<file path="config.mk">
export PLATFORM = sky130hd
export DESIGN_NAME = wl_access_ctrl_flat
export DESIGN_NICKNAME = d
export VERILOG_FILES = /design/src/rtl/wl_access_ctrl_if.sv /design/src/rtl/wl_access_ctrl.sv /design/src/flat_wrapper.sv
export SDC_FILE = /design/constraint.sdc
export NUM_CORES = 1
export LEC_CHECK = 0
export CAP_MARGIN = 40
export CELL_PAD_IN_SITES_DETAIL_PLACEMENT = 1
export CELL_PAD_IN_SITES_GLOBAL_PLACEMENT = 1
export CORE_ASPECT_RATIO = 2
export CORE_MARGIN = 5
export CORE_UTILIZATION = 36
export DETAILED_ROUTE_END_ITERATION = 6
export PLACE_DENSITY = 0.8
export SYNTH_ARGS = -nofsm -noshare
export SYNTH_HDL_FRONTEND = slang
export SYNTH_SLANG_ARGS = --single-unit
</file>
<file path="constraint.sdc">
create_clock -name clk -period 2.6 [get_ports clk]
set_input_delay 0.65 -clock clk [delete_from_list [all_inputs] [get_ports clk]]
set_output_delay 0.65 -clock clk [all_outputs]
set_load 0.01 [all_outputs]
</file>
<file path="src/rtl/wl_access_ctrl_if.sv">
// Bus between the word-line requesters and the access controller.
//  req       2  level request, one bit per requester
//  req_adr0  5  requester 0 word address {adr4, adr}
//  req_adr1  5  requester 1 word address {adr4, adr}
//  req_we    2  per-requester write(1)/read(0) qualifier
//  gnt       2  one-hot grant pulse
//  ack       2  one-hot completion pulse
//  in        1  demux data/enable input
//  adr4      1  demux upper address bit
//  adr       4  demux lower address
//  we        1  array write enable
//  busy      1  controller not idle
// The master modport belongs to the requester side; the controller uses slave.
interface wl_access_ctrl_if;
  logic [1:0] req;
  logic [4:0] req_adr0;
  logic [4:0] req_adr1;
  logic [1:0] req_we;
  logic [1:0] gnt;
  logic [1:0] ack;
  logic       in;
  logic       adr4;
  logic [3:0] adr;
  logic       we;
  logic       busy;

  modport master (
    output req, req_adr0, req_adr1, req_we,
    input  gnt, ack, in, adr4, adr, we, busy
  );

  modport slave (
    input  req, req_adr0, req_adr1, req_we,
    output gnt, ack, in, adr4, adr, we, busy
  );
endinterface

</file>
<file path="src/rtl/wl_access_ctrl.sv">
// Round-robin sequencer in front of the 1x16 word-line demux pair (32 words).
// Each granted access drives the demux address, then a SETUP / PULSE / HOLD sequence on
// `in`, so the address is always stable while `in` is high.
//  clk   1  clock, rising edge
//  rst   1  synchronous reset, active-high
//  bus   wl_access_ctrl_if.slave: requests in, grant/ack/demux controls out
// All outputs are registered.
module wl_access_ctrl #(
  parameter int unsigned SETUP_CYC = 1,
  parameter int unsigned PULSE_CYC = 2,
  parameter int unsigned HOLD_CYC  = 1
) (
  input  logic             clk,
  input  logic             rst,
  wl_access_ctrl_if.slave  bus
);

  if (SETUP_CYC < 1 || SETUP_CYC > 15) begin : g_bad_setup
    $error("wl_access_ctrl: SETUP_CYC must be in 1..15");
  end
  if (PULSE_CYC < 1 || PULSE_CYC > 15) begin : g_bad_pulse
    $error("wl_access_ctrl: PULSE_CYC must be in 1..15");
  end
  if (HOLD_CYC < 1 || HOLD_CYC > 15) begin : g_bad_hold
    $error("wl_access_ctrl: HOLD_CYC must be in 1..15");
  end

  // Counter load values: phase lasts load+1 cycles, exits when the counter reads 0.
  localparam logic [3:0] SetupLd = 4'(SETUP_CYC - 1);
  localparam logic [3:0] PulseLd = 4'(PULSE_CYC - 1);
  localparam logic [3:0] HoldLd  = 4'(HOLD_CYC - 1);

  typedef enum logic [1:0] {StIdle, StSetup, StPulse, StHold} state_e;

  state_e     state_q, state_d;
  logic [3:0] cnt_q, cnt_d;
  logic       own_q, own_d;   // requester of the current/most recent access
  logic       wr_q, wr_d;     // latched write flag
  logic [4:0] adr_q, adr_d;
  logic [1:0] gnt_q, gnt_d;
  logic [1:0] ack_q, ack_d;
  logic       in_q, in_d;
  logic       we_q, we_d;
  logic       busy_q, busy_d;
  logic       win;
  logic [1:0] own_oh;

  assign own_oh = {own_q, ~own_q};

  always_comb begin
    state_d = state_q;
    cnt_d   = cnt_q;
    own_d   = own_q;
    wr_d    = wr_q;
    adr_d   = adr_q;
    gnt_d   = 2'b00;
    ack_d   = 2'b00;
    in_d    = 1'b0;
    we_d    = 1'b0;
    win     = 1'b0;

    unique case (state_q)
      StIdle: begin
        if (|bus.req) begin
          // On a tie the requester not granted last wins.
          win     = (bus.req == 2'b11) ? ~own_q : bus.req[1];
          state_d = StSetup;
          cnt_d   = SetupLd;
          own_d   = win;
          wr_d    = bus.req_we[win];
          adr_d   = win ? bus.req_adr1 : bus.req_adr0;
          gnt_d   = {win, ~win};
        end
      end
      StSetup: begin
        if (cnt_q == 4'd0) begin
          state_d = StPulse;
          cnt_d   = PulseLd;
          in_d    = 1'b1;
          we_d    = wr_q;
        end else begin
          cnt_d = cnt_q - 4'd1;
        end
      end
      StPulse: begin
        if (cnt_q == 4'd0) begin
          state_d = StHold;
          cnt_d   = HoldLd;
          // Single-cycle HOLD: that cycle is also the ack cycle.
          if (HoldLd == 4'd0) ack_d = own_oh;
        end else begin
          cnt_d = cnt_q - 4'd1;
          in_d  = 1'b1;
          we_d  = wr_q;
        end
      end
      StHold: begin
        if (cnt_q == 4'd0) begin
          state_d = StIdle;
        end else begin
          cnt_d = cnt_q - 4'd1;
          if (cnt_q == 4'd1) ack_d = own_oh;
        end
      end
      default: state_d = StIdle;
    endcase

    busy_d = (state_d != StIdle);
  end

  always_ff @(posedge clk) begin
    if (rst) begin
      state_q <= StIdle;
      cnt_q   <= 4'd0;
      own_q   <= 1'b1;  // "last granted = 1" so requester 0 wins the first tie
      wr_q    <= 1'b0;
      adr_q   <= 5'd0;
      gnt_q   <= 2'b00;
      ack_q   <= 2'b00;
      in_q    <= 1'b0;
      we_q    <= 1'b0;
      busy_q  <= 1'b0;
    end else begin
      state_q <= state_d;
      cnt_q   <= cnt_d;
      own_q   <= own_d;
      wr_q    <= wr_d;
      adr_q   <= adr_d;
      gnt_q   <= gnt_d;
      ack_q   <= ack_d;
      in_q    <= in_d;
      we_q    <= we_d;
      busy_q  <= busy_d;
    end
  end

  assign bus.gnt  = gnt_q;
  assign bus.ack  = ack_q;
  assign bus.in   = in_q;
  assign bus.we   = we_q;
  assign bus.busy = busy_q;
  assign bus.adr4 = adr_q[4];
  assign bus.adr  = adr_q[3:0];

endmodule

</file>
<file path="src/flat_wrapper.sv">
// flat-port wrapper written by rule: the top's interface ports become plain ports
module wl_access_ctrl_flat 
#(
  parameter int unsigned SETUP_CYC = 1,
  parameter int unsigned PULSE_CYC = 2,
  parameter int unsigned HOLD_CYC  = 1
)
  (clk, rst, bus_req, bus_req_adr0, bus_req_adr1, bus_req_we, bus_gnt, bus_ack, bus_in, bus_adr4, bus_adr, bus_we, bus_busy);
  wl_access_ctrl_if bus_i ();
  input  logic clk;
  input  logic rst;
  input wire logic [$bits(bus_i.req)-1:0] bus_req;
  input wire logic [$bits(bus_i.req_adr0)-1:0] bus_req_adr0;
  input wire logic [$bits(bus_i.req_adr1)-1:0] bus_req_adr1;
  input wire logic [$bits(bus_i.req_we)-1:0] bus_req_we;
  output wire logic [$bits(bus_i.gnt)-1:0] bus_gnt;
  output wire logic [$bits(bus_i.ack)-1:0] bus_ack;
  output wire logic [$bits(bus_i.in)-1:0] bus_in;
  output wire logic [$bits(bus_i.adr4)-1:0] bus_adr4;
  output wire logic [$bits(bus_i.adr)-1:0] bus_adr;
  output wire logic [$bits(bus_i.we)-1:0] bus_we;
  output wire logic [$bits(bus_i.busy)-1:0] bus_busy;
  assign bus_i.req = bus_req;
  assign bus_i.req_adr0 = bus_req_adr0;
  assign bus_i.req_adr1 = bus_req_adr1;
  assign bus_i.req_we = bus_req_we;
  assign bus_gnt = bus_i.gnt;
  assign bus_ack = bus_i.ack;
  assign bus_in = bus_i.in;
  assign bus_adr4 = bus_i.adr4;
  assign bus_adr = bus_i.adr;
  assign bus_we = bus_i.we;
  assign bus_busy = bus_i.busy;
  wl_access_ctrl #(.SETUP_CYC(SETUP_CYC), .PULSE_CYC(PULSE_CYC), .HOLD_CYC(HOLD_CYC)) u_core (.clk(clk), .rst(rst), .bus(bus_i));
endmodule
</file>
==> flow_metrics.py <==
metrics = {
    "outcome": {
        "status": "complete, no violations",
    },
    "grt": {
        "grt_pass1_vias": 1037,
        "grt-ovfl-total": 0,
        "grt_max_degree": 17,
        "antenna_found_initial": 0,
        "grt_pass1_wl_um": 4698,
        "grt_use_total_pct": 16.04,
    },
    "die": {
        "io_pins": 28,
        "num_rows": 26,
        "die_height_um": 83.16,
        "die_x_um": 46.58,
        "start_util_pct": 37.49,
        "dieArea_um2": 3874,
        "coreArea_um2": 2570,
    },
    "worst_setup_path": {
        "ff2ff_path_depth": 6,
        "critical_path_class": "flop to flop",
        "arrival_ns": 2.22,
        "cp_max_fo": 8,
        "required_ns": 2.81,
        "setup.worst_path.end": "u_core.bus.busy",
        "reg2reg_to": "u_core.bus.busy",
        "startpoint": "u_core.cnt_q[0]",
        "startpoint_type": "flop",
        "r2r_start": "u_core.cnt_q[0]",
        "cp-end-kind": "flop",
        "r2r_slack_ns": 0.59,
    },
    "place": {
        "io_buffers": 27,
        "routabilityCongestion": 0.7513,
        "hpwl_um": 2183,
    },
    "logic_synthesis": {
        "synth_seq_cells": 20,
        "syn_area_per_cell_um2": 9.264,
        "mappedNetlistArea_um2": 963.4,
        "ys_seq_area_share_pct": 41.56,
        "yosysWarnings": 0,
        "synthCells": 104,
        "synth-main-ff-cell": "dfxtp_1",
        "synth_nets": 127,
        "synth-edff-count": 0,
        "synthArstFlopShare_pct": 0,
        "ys_types": 31,
    },
    "worst_hold_path": {
        "min_delay_path_depth": 1,
        "hp-class": "flop to flop",
    },
    "clock_tree": {
        "cts_buffers": 3,
        "cts_tree": "done",
        "clk_latency_ns": 0.26,
        "cts.sinks": 20,
        "htreeDepth": 1,
        "clk_pin_slew_worst_paths_ns": 0.08,
        "post-cts-setup-buffer-count": 0,
        "clk_path_buf_depth": 2,
        "cts_hold_buf": 0,
        "clockRootBuffer": "clkbuf_8",
        "post_cts_resized": 0,
    },
    "timing": {
        "hold_viol": 0,
        "fmaxAchievable_mhz": 496.6,
        "skew_ns": 0.005640,
        "max-slew-margin-rel_pct": 67.63,
        "grt_setup_unrepaired": "no",
        "tightestPinTransition_ns": 0.4834,
        "setup_tns_ns": 0,
        "fin_crit_ns": 2.014,
        "setup_viol": 0,
        "slew_violations": 0,
        "period_share_pct": 77.45,
    },
    "pwr": {
        "power.total_mw": 1.166,
        "power_density_nw_per_um2": 882.3,
        "peakVddDrop_mv": 0.4109,
        "leakagePower_nw": 0.5406,
    },
    "routing": {
        "ant_nets": 0,
        "wl_per_cell_um": 17.32,
        "drt-total-wl_um": 2788,
        "drt_iter0_markers": 24,
        "drc": 0,
        "vias": 897,
        "drt-pass1-iter-count": 3,
        "vias_per_cell": 5.571,
    },
    "finish": {
        "nNetsFinal": 157,
        "final_common_cell": "clkdlybuf4s50_1",
        "diodes": 0,
        "final_cell_mix": "clkdlybuf4s50_1 (27), dfxtp_1 (20), nor2_1 (12), a211oi_1 (7), ha_1 (7)",
        "syn2layout_area_growth_pct": 37.14,
        "fillers": 311,
        "drive_gt1_share_pct": 6.767,
    },
    "run": {
        "maxCapViolations": 0,
    },
}
[worst min path at each step]
stage | start | end | slack (ns)
floorplan | u_core.own_q | u_core.bus.ack[0] | 0.41
global placement | u_core.own_q | u_core.bus.ack[0] | 0.45
detailed placement | u_core.own_q | u_core.bus.ack[0] | 0.44
CTS | u_core.own_q | u_core.bus.ack[0] | 0.46
global route | u_core.own_q | u_core.bus.ack[0] | 0.48
finish | u_core.own_q | u_core.bus.ack[0] | 0.45
[per-layer routing]
metal | wire, um | up-vias | part of all wire, % | track usage (%)
li1 | - | 430 | - | -
met1 | 867 | 424 | 31 | 13.96
met2 | 1640 | 31 | 59 | 30.40
met3 | 134 | 12 | 4.8 | 3.463
met4 | 144 | 0 | 5.2 | 8.031
met5 | 0 | - | 0 | 0
[area by class of cell]
class	count	area, um^2	share of cell area, %
tap	28	35.03	2.652
multi-input combinational	74	523.0	39.58
inverter	6	22.52	1.705
sequential	20	400.4	30.30
timing repair buffer	29	285.3	21.59
clock buffer	4	55.05	4.167
[cell families after synthesis]
group / Yosys count / synth area share [%]
flip-flops: 20 / 41.56
AND/OR/NAND/NOR: 34 / 19.87
multiplexers: 6 / 6.234
buffers and inverters: 10 / 4.155
AO/OA/AOI/OAI: 27 / 19.09
adder cells (fa/ha/maj): 7 / 9.090
[cells in the mapped netlist (2+ instances only)]
library cell / instances / share of area [%]
dfxtp_1: 20 / 42
nor2_1: 12 / 4.7
a211oi_1: 7 / 5.5
ha_1: 7 / 9.1
inv_1: 6 / 2.3
mux2i_1: 6 / 6.2
a21oi_1: 5 / 2.6
nand2_1: 5 / 1.9
o21ai_0: 4 / 2.1
nor3_1: 3 / 1.6
nor3b_1: 3 / 2.3
or4_1: 3 / 2.3
a21o_1: 2 / 1.6
buf_2: 2 / 1.0
o21a_1: 2 / 1.6
or2_1: 2 / 1.3
[registers in the layout, indices dropped and copies added (netlist names), 2 cells and up]
register / cells
u_core.bus.gnt: 2
u_core.cnt_q: 4
u_core.state_q: 2
u_core.adr_q: 5
u_core.bus.ack: 2
[metrics by stage]
step	hold WS, ns	setup WS, ns	util [%]	instance area (um^2)	cells
global placement	0.4508	0.4153	49.27	1266	157
global route	0.4849	0.4678	51.41	1321	161
detailed placement	0.4394	0.3475	49.27	1266	157
CTS	0.4568	0.5641	51.41	1321	161
floorplan	0.4072	0.8369	-	963.4	104
finish	0.4475	0.5863	51.41	1321	161
[power by group]
part / internal [mW] / switching [mW]
logic: 0.233 / 0.277
clock network: 0.135 / 0.104
registers: 0.379 / 0.0378
total: 0.747 / 0.419
[worst max-delay path, stage by stage (launching register included)]
cell and delay (ns):
dfxtp_1 0.41, inv_1 0.10, ha_1 0.27, nor3b_2 0.23, or4_1 0.51, a31oi_1 0.29, or2_1 0.15
(Power assumes the default switching activity.)
